## src/rtl/spi_target_if.sv

```systemverilog
// SPI pin bundle between an initiator (master) and the target peripheral (slave).
interface spi_target_if;
    logic sclk;
    logic csb;
    logic mosi;
    logic miso;
    logic miso_oe;

    modport master (output sclk, output csb, output mosi, input miso, input miso_oe);
    modport slave  (input sclk, input csb, input mosi, output miso, output miso_oe);
endinterface

```

## src/rtl/spi_target.sv

```systemverilog
// Oversampled SPI target: LSB-first word deserialiser/serialiser with a per-frame CRC
// over the received words.
module spi_target #(
    parameter int unsigned DATA_WIDTH = 8,
    parameter logic [31:0] CRC_POLY   = 32'h0000_002F,
    parameter logic [31:0] CRC_INIT   = 32'h0000_00FF,
    parameter logic [31:0] CRC_FINAL  = 32'h0000_00FF,
    parameter int unsigned CRC_WIDTH  = 8
) (
    input  logic                  clk,
    input  logic                  rst,
    input  logic [1:0]            mode,
    spi_target_if.slave           spi,
    input  logic [DATA_WIDTH-1:0] tx_data,
    input  logic                  tx_valid,
    output logic                  tx_ready,
    output logic                  tx_underrun,
    output logic [DATA_WIDTH-1:0] rx_data,
    output logic                  rx_valid,
    output logic                  frame_start,
    output logic                  frame_end,
    output logic                  frame_abort,
    output logic [15:0]           rx_count,
    output logic [CRC_WIDTH-1:0]  crc
);
    localparam int unsigned CNT_W = (DATA_WIDTH > 1) ? $clog2(DATA_WIDTH) : 1;
    localparam logic [CNT_W-1:0] LAST_BIT = CNT_W'(DATA_WIDTH - 1);

    typedef enum logic {StIdle, StActive} state_e;

    state_e                state_q, state_d;
    logic [2:0]            sclk_sync_q, csb_sync_q;
    logic [1:0]            mosi_sync_q, sync_ok_q;
    logic                  armed_q, armed_d;
    logic [1:0]            mode_q, mode_d;
    logic [CNT_W-1:0]      cnt_q, cnt_d;
    logic [DATA_WIDTH-1:0] rx_shift_q, rx_shift_d, tx_shift_q, tx_shift_d;
    logic [CRC_WIDTH-1:0]  crc_q, crc_d, crc_out_q, crc_out_d;
    logic [DATA_WIDTH-1:0] rx_data_q, rx_data_d;
    logic [15:0]           rx_count_q, rx_count_d;
    logic                  miso_q, miso_d, miso_oe_q, miso_oe_d;
    logic                  rx_valid_q, rx_valid_d, frame_start_q, frame_start_d;
    logic                  frame_end_q, frame_end_d, frame_abort_q, frame_abort_d;
    logic                  tx_load;
    logic [DATA_WIDTH-1:0] tx_word;

    logic sclk_rise, sclk_fall, csb_rise, csb_fall, mosi_bit, sample_edge, shift_edge;

    assign sclk_rise   = sclk_sync_q[1] & ~sclk_sync_q[2];
    assign sclk_fall   = ~sclk_sync_q[1] & sclk_sync_q[2];
    assign csb_rise    = csb_sync_q[1] & ~csb_sync_q[2];
    assign csb_fall    = ~csb_sync_q[1] & csb_sync_q[2];
    assign mosi_bit    = mosi_sync_q[1];
    assign sample_edge = (mode_q[1] == mode_q[0]) ? sclk_rise : sclk_fall;
    assign shift_edge  = (mode_q[1] == mode_q[0]) ? sclk_fall : sclk_rise;
    assign tx_word     = tx_valid ? tx_data : '0;

    // Non-reflected CRC, word fed MSB-first.
    function automatic logic [CRC_WIDTH-1:0] crc_step(input logic [CRC_WIDTH-1:0] c_in,
                                                      input logic [DATA_WIDTH-1:0] d);
        logic [CRC_WIDTH-1:0] c;
        logic                 fb;
        c = c_in;
        for (int i = int'(DATA_WIDTH) - 1; i >= 0; i--) begin
            fb = c[CRC_WIDTH-1] ^ d[i];
            c  = c << 1;
            if (fb) c = c ^ CRC_POLY[CRC_WIDTH-1:0];
        end
        return c;
    endfunction

    always_comb begin
        state_d       = state_q;
        armed_d       = armed_q | (sync_ok_q[1] & csb_sync_q[1]);
        mode_d        = mode_q;
        cnt_d         = cnt_q;
        rx_shift_d    = rx_shift_q;
        tx_shift_d    = tx_shift_q;
        crc_d         = crc_q;
        crc_out_d     = crc_out_q;
        rx_data_d     = rx_data_q;
        rx_count_d    = rx_count_q;
        miso_d        = miso_q;
        miso_oe_d     = miso_oe_q;
        rx_valid_d    = 1'b0;
        frame_start_d = 1'b0;
        frame_end_d   = 1'b0;
        frame_abort_d = 1'b0;
        tx_load       = 1'b0;

        unique case (state_q)
            StIdle: begin
                // armed_q blocks a frame that was already running when rst released
                if (csb_fall && armed_q) begin
                    state_d       = StActive;
                    frame_start_d = 1'b1;
                    mode_d        = mode;
                    cnt_d         = '0;
                    rx_count_d    = '0;
                    crc_d         = CRC_INIT[CRC_WIDTH-1:0];
                    tx_load       = 1'b1;
                    tx_shift_d    = mode[0] ? tx_word : (tx_word >> 1);
                    miso_d        = tx_word[0];
                    miso_oe_d     = 1'b1;
                end
            end
            StActive: begin
                if (sample_edge) begin
                    rx_shift_d[cnt_q] = mosi_bit;
                    if (cnt_q == LAST_BIT) begin
                        cnt_d      = '0;
                        rx_data_d  = rx_shift_d;
                        rx_valid_d = 1'b1;
                        if (rx_count_q != 16'hFFFF) rx_count_d = rx_count_q + 16'd1;
                        crc_d      = crc_step(crc_q, rx_shift_d);
                        tx_load    = 1'b1;
                        tx_shift_d = tx_word;
                    end else begin
                        cnt_d = cnt_q + CNT_W'(1);
                    end
                end else if (shift_edge) begin
                    miso_d     = tx_shift_q[0];
                    tx_shift_d = tx_shift_q >> 1;
                end
                // End of frame sees the effect of a same-cycle sample edge
                if (csb_rise) begin
                    state_d       = StIdle;
                    frame_end_d   = 1'b1;
                    frame_abort_d = (cnt_d != '0);
                    crc_out_d     = crc_d ^ CRC_FINAL[CRC_WIDTH-1:0];
                    miso_d        = 1'b0;
                    miso_oe_d     = 1'b0;
                end
            end
            default: state_d = StIdle;
        endcase
    end

    always_ff @(posedge clk) begin
        if (rst) begin
            state_q       <= StIdle;
            sclk_sync_q   <= '0;
            csb_sync_q    <= '1;
            mosi_sync_q   <= '0;
            sync_ok_q     <= '0;
            armed_q       <= 1'b0;
            mode_q        <= '0;
            cnt_q         <= '0;
            rx_shift_q    <= '0;
            tx_shift_q    <= '0;
            crc_q         <= '0;
            crc_out_q     <= '0;
            rx_data_q     <= '0;
            rx_count_q    <= '0;
            miso_q        <= 1'b0;
            miso_oe_q     <= 1'b0;
            rx_valid_q    <= 1'b0;
            frame_start_q <= 1'b0;
            frame_end_q   <= 1'b0;
            frame_abort_q <= 1'b0;
        end else begin
            state_q       <= state_d;
            sclk_sync_q   <= {sclk_sync_q[1:0], spi.sclk};
            csb_sync_q    <= {csb_sync_q[1:0], spi.csb};
            mosi_sync_q   <= {mosi_sync_q[0], spi.mosi};
            sync_ok_q     <= {sync_ok_q[0], 1'b1};
            armed_q       <= armed_d;
            mode_q        <= mode_d;
            cnt_q         <= cnt_d;
            rx_shift_q    <= rx_shift_d;
            tx_shift_q    <= tx_shift_d;
            crc_q         <= crc_d;
            crc_out_q     <= crc_out_d;
            rx_data_q     <= rx_data_d;
            rx_count_q    <= rx_count_d;
            miso_q        <= miso_d;
            miso_oe_q     <= miso_oe_d;
            rx_valid_q    <= rx_valid_d;
            frame_start_q <= frame_start_d;
            frame_end_q   <= frame_end_d;
            frame_abort_q <= frame_abort_d;
        end
    end

    assign spi.miso    = miso_q;
    assign spi.miso_oe = miso_oe_q;
    assign tx_ready    = tx_load & ~rst;
    assign tx_underrun = tx_load & ~tx_valid & ~rst;
    assign rx_data     = rx_data_q;
    assign rx_valid    = rx_valid_q;
    assign frame_start = frame_start_q;
    assign frame_end   = frame_end_q;
    assign frame_abort = frame_abort_q;
    assign rx_count    = rx_count_q;
    assign crc         = crc_out_q;
endmodule

```

## src/flat_wrapper.sv

```systemverilog
// flat-port wrapper written by rule: the top's interface ports become plain ports
module spi_target_flat 
#(
    parameter int unsigned DATA_WIDTH = 8,
    parameter logic [31:0] CRC_POLY   = 32'h0000_002F,
    parameter logic [31:0] CRC_INIT   = 32'h0000_00FF,
    parameter logic [31:0] CRC_FINAL  = 32'h0000_00FF,
    parameter int unsigned CRC_WIDTH  = 8
)
  (clk, rst, mode, tx_data, tx_valid, tx_ready, tx_underrun, rx_data, rx_valid, frame_start, frame_end, frame_abort, rx_count, crc, spi_sclk, spi_csb, spi_mosi, spi_miso, spi_miso_oe);
  spi_target_if spi_i ();
  input  logic clk;
  input  logic rst;
  input  logic [1:0] mode;
  input  logic [DATA_WIDTH-1:0] tx_data;
  input  logic tx_valid;
  output logic tx_ready;
  output logic tx_underrun;
  output logic [DATA_WIDTH-1:0] rx_data;
  output logic rx_valid;
  output logic frame_start;
  output logic frame_end;
  output logic frame_abort;
  output logic [15:0] rx_count;
  output logic [CRC_WIDTH-1:0] crc;
  input wire logic [$bits(spi_i.sclk)-1:0] spi_sclk;
  input wire logic [$bits(spi_i.csb)-1:0] spi_csb;
  input wire logic [$bits(spi_i.mosi)-1:0] spi_mosi;
  output wire logic [$bits(spi_i.miso)-1:0] spi_miso;
  output wire logic [$bits(spi_i.miso_oe)-1:0] spi_miso_oe;
  assign spi_i.sclk = spi_sclk;
  assign spi_i.csb = spi_csb;
  assign spi_i.mosi = spi_mosi;
  assign spi_miso = spi_i.miso;
  assign spi_miso_oe = spi_i.miso_oe;
  spi_target #(.DATA_WIDTH(DATA_WIDTH), .CRC_POLY(CRC_POLY), .CRC_INIT(CRC_INIT), .CRC_FINAL(CRC_FINAL), .CRC_WIDTH(CRC_WIDTH)) u_core (.clk(clk), .rst(rst), .mode(mode), .spi(spi_i), .tx_data(tx_data), .tx_valid(tx_valid), .tx_ready(tx_ready), .tx_underrun(tx_underrun), .rx_data(rx_data), .rx_valid(rx_valid), .frame_start(frame_start), .frame_end(frame_end), .frame_abort(frame_abort), .rx_count(rx_count), .crc(crc));
endmodule
```

## config.mk

```make
export PLATFORM = sky130hd
export DESIGN_NAME = spi_target_flat
export DESIGN_NICKNAME = d
export VERILOG_FILES = /design/src/rtl/spi_target_if.sv /design/src/rtl/spi_target.sv /design/src/flat_wrapper.sv
export SDC_FILE = /design/constraint.sdc
export NUM_CORES = 1
export LEC_CHECK = 0
export ABC_AREA = 1
export ABC_CLOCK_PERIOD_IN_PS = 2600
export CELL_PAD_IN_SITES_DETAIL_PLACEMENT = 0
export CELL_PAD_IN_SITES_GLOBAL_PLACEMENT = 2
export CORE_ASPECT_RATIO = 1.1
export CORE_MARGIN = 1
export CORE_UTILIZATION = 29
export DETAILED_ROUTE_END_ITERATION = 8
export PLACE_DENSITY = 0.79
export RECOVER_POWER = 100
export SLEW_MARGIN = 20
export SYNTH_ARGS = -nofsm -noshare
export SYNTH_HDL_FRONTEND = slang
export SYNTH_SLANG_ARGS = --single-unit
```

## constraint.sdc

```tcl
create_clock -name clk -period 2.6 [get_ports clk]
set_input_delay 0.78 -clock clk [delete_from_list [all_inputs] [get_ports clk]]
set_output_delay 0.78 -clock clk [all_outputs]
set_load 0.01 [all_outputs]
```

==> flow_summary.yaml <==
run_status:
  status: "completed"
routing:
  vias: 4239
  vias_per_cell: 4.73
  antenna_left: 0
  routed_wl_um: 11900
  wire_per_inst_um: 13.3
  drc: 0
  first_pass_iters: 4
  drt_iter0_drc: 170
power_and_ir_drop:
  ir_drop_mv: 0.267
  p_leak_nw: 2.52
  total_power_mw: 2.69
  p_per_area_nw_per_um2: 497
worst_setup_path:
  worstReg2RegEnd: "u_core.crc_q[2]"
  cp-end-kind: "output pin"
  worstPathMaxFanout: 4
  crit_type: "flip-flop to output pin"
  reg2reg_setup_slack_ns: 0.24
  cp.required_ns: 1.82
  crit_arrival_ns: 1.73
  start_kind: "flip-flop"
  rr_worst_depth: 19
  r2r-start: "u_core.cnt_q[1]"
layout:
  area_growth_pct: 27.2
  nFillCells: 1575
  multi_input_area_um2: 2310
  seqCellArea_um2: 1590
  drive_gt1_share_pct: 14.6
  n_antenna_cell: 0
  final_util_pct: 37.6
  finalInstanceArea_um2: 5410
  fin_nets: 718
timing:
  slew_violations: 0
  worst_pin_slew_ns: 0.619
  post-route-period-util_pct: 96.4
  finalClockSkew_ns: 0.00764
  timing.final.ws_setup_ns: 0.0923
  setup_viol: 0
  period_minus_slack_ns: 2.51
  rsz0062_at_grt: "yes"
  relSlewSlack_pct: 58.7
  clock.fmax_mhz: 399
  hold_viol_final: 0
  fin_hold_ws_ns: 0.395
synth:
  avgSynthCellArea_um2: 6.80
  synth_cell_types: 36
  seq_area_frac_synth_pct: 37.2
  synth_edf_count: 0
  async_flop_share_pct: 0
  ys.warnings.count: 0
  synth_cells: 626
  synth_top_flop_cell: "dfxtp_1"
  syn-num-nets: 645
  synth_area_um2: 4260
  ys_seq_elements: 79
global_route:
  grt_max_degree: 34
  track_usage_pct: 16.7
  antenna_found_initial: 0
  grt_pass1_wl_um: 20000
  grt_pass1_vias: 4137
  grt_remaining_overflow: 0
die:
  die_h_um: 129
  die_w_um: 118
  core_area_um2: 14400
  die-area_um2: 15200
  rows: 46
  io_pins: 56
  start_util_pct: 29.6
hold_path:
  min_to: "u_core.sclk_sync_q[1]"
  hold_path.class: "flip-flop to flip-flop"
  worstHoldStart: "u_core.sclk_sync_q[0]"
  whs_path_depth: 2
cts:
  cts-root-buf: "clkbuf_16"
  cts_tree: "yes"
  hold_buffers: 0
  clk_path_buf_depth: 2
  worstSkewPairLatency_ns: 0.34
  cts_max_level: 3
  clkTransAtPathRegs_ns: 0.06
  numCtsBuffers: 9
  cts.sink_count: 79
placement:
  place_area_um2: 5100
  place.gp.congestion: 0.820
  portBuffers: 55
  hpwl_um: 9160
  dp_slack_ns: -0.180
job:
  maxCapViolations: 0
[area by class of cell]
| type | count | area share, % |
|---|---|---|
| inverter | 77 | 5.38 |
| tap | 192 | 4.44 |
| clock inverter | 5 | 0.462 |
| multi-input combinational | 452 | 42.7 |
| sequential | 79 | 29.4 |
| clock buffer | 11 | 4.30 |
| timing repair buffer | 80 | 13.3 |
[synth_stat cells, types with 2 or more instances]
master / count / area (um2)
nand2_1: 168 / 631
dfxtp_1: 79 / 1580
inv_1: 70 / 263
nand3_1: 64 / 320
o21ai_0: 45 / 225
nor2_1: 41 / 154
a21oi_1: 27 / 135
nand2_2: 18 / 113
clkbuf_1: 12 / 45.0
a31oi_1: 9 / 56.3
nand4_1: 9 / 56.3
nand2_4: 8 / 90.1
nor3_1: 8 / 40.0
a41oi_1: 7 / 61.3
inv_2: 7 / 26.3
nand3_2: 6 / 60.1
xor2_1: 6 / 52.6
o21ai_1: 5 / 25.0
nand4_2: 4 / 50.1
ha_1: 3 / 37.5
nor2_2: 3 / 18.8
o22ai_1: 3 / 18.8
or2_2: 3 / 18.8
xnor2_1: 3 / 26.3
buf_2: 2 / 10.0
buf_4: 2 / 15.0
buf_6: 2 / 22.5
nor2_4: 2 / 22.5
nor4_1: 2 / 12.5
or2_1: 2 / 12.5
[how the worst max path moves through the flow]
| stage | cells past startpoint | endpoint | slack (ns) | startpoint |
|---|---|---|---|---|
| floorplan | 9 | tx_underrun | 0.24 | u_core.mode_q[0] |
| global placement | 3 | tx_underrun | -0.22 | tx_valid |
| detailed placement | 3 | tx_underrun | -0.18 | tx_valid |
| CTS | 11 | tx_underrun | 0.01 | u_core.mode_q[0] |
| global route | 11 | tx_underrun | -0.02 | u_core.mode_q[1] |
| finish | 11 | tx_underrun | 0.09 | u_core.mode_q[1] |
[metal layers]
layer | routed length, um | GRT usage, % | part of all wire, %
met5 | 0 | 0 | 0
met4 | 287 | 6.79 | 2.4
met3 | 336 | 3.65 | 2.8
met2 | 5870 | 29.3 | 49
met1 | 5420 | 19.9 | 45
[placed cells by master (no fill, tap or decap), types with 4 or more instances in the layout]
cell             count
nor2_2               4
nor3_1               7
nand4_1              9
a41oi_1              7
a21oi_1             27
inv_2                7
o21ai_2              4
inv_1               69
clkinv_2             5
dfxtp_2              4
nand3_2              6
nor2_1              40
o21ai_0             45
nand2_4              7
dlygate4sd3_1       38
nand2_1            171
xor2_1               6
nand2_2             16
a31oi_1              9
clkdlybuf4s50_1     15
clkbuf_16            9
nand3_1             64
dfxtp_1             74
buf_4               23
nand4_2              4
[critical path, stage by stage, from the launching register on]
cell,delay [ns]
dfxtp_4,0.36
xnor2_4,0.15
o21ai_2,0.07
o21ai_2,0.07
nor2_1,0.12
inv_1,0.08
nor2_2,0.14
inv_2,0.06
nand2_2,0.06
inv_2,0.04
nor3_2,0.09
buf_2,0.15
[what timing repair did]
action,CTS,global route
setup endpoints to repair,2,9
pin swaps,1,4
gates resized for setup,10,16
setup buffers,1,4
[flip-flops by register name (all words and copies together), names as in the netlist, 2 cells and up]
signal and count:
u_core.tx_shift_q 8, u_core.crc 8, u_core.sync_ok_q 2, u_core.sclk_sync_q 3, u_core.mode_q 2, u_core.crc_q 8
u_core.rx_data 8, u_core.rx_count 16, u_core.rx_shift_q 8, u_core.cnt_q 3, u_core.csb_sync_q 3, u_core.mosi_sync_q 2
[logic make-up (layout without fill, tap and decap cells)]
kind of cell,Yosys count,after routing,share of synthesized area [%]
DFF,79,79,37.2
buffers and inverters,95,173,8.97
and+or+nand+nor,340,340,38.1
AOI/OAI and AO/OA,100,100,13.1
xor gates and xnor gates,9,9,1.85
adders and majority gates,3,3,0.882
[where the power goes]
group | switching [mW] | total [mW] | internal, mW
clock | 0.488 | 1.13 | 0.638
combinational | 0.200 | 0.317 | 0.117
sequential | 0.0152 | 1.25 | 1.23
[stage by stage]
stage,instances,setup TNS (ns)
floorplan,626,0
global placement,875,-0.291
detailed placement,875,-0.271
CTS,892,0
global route,896,-0.0443
finish,896,0
(Power assumes the default switching activity.)
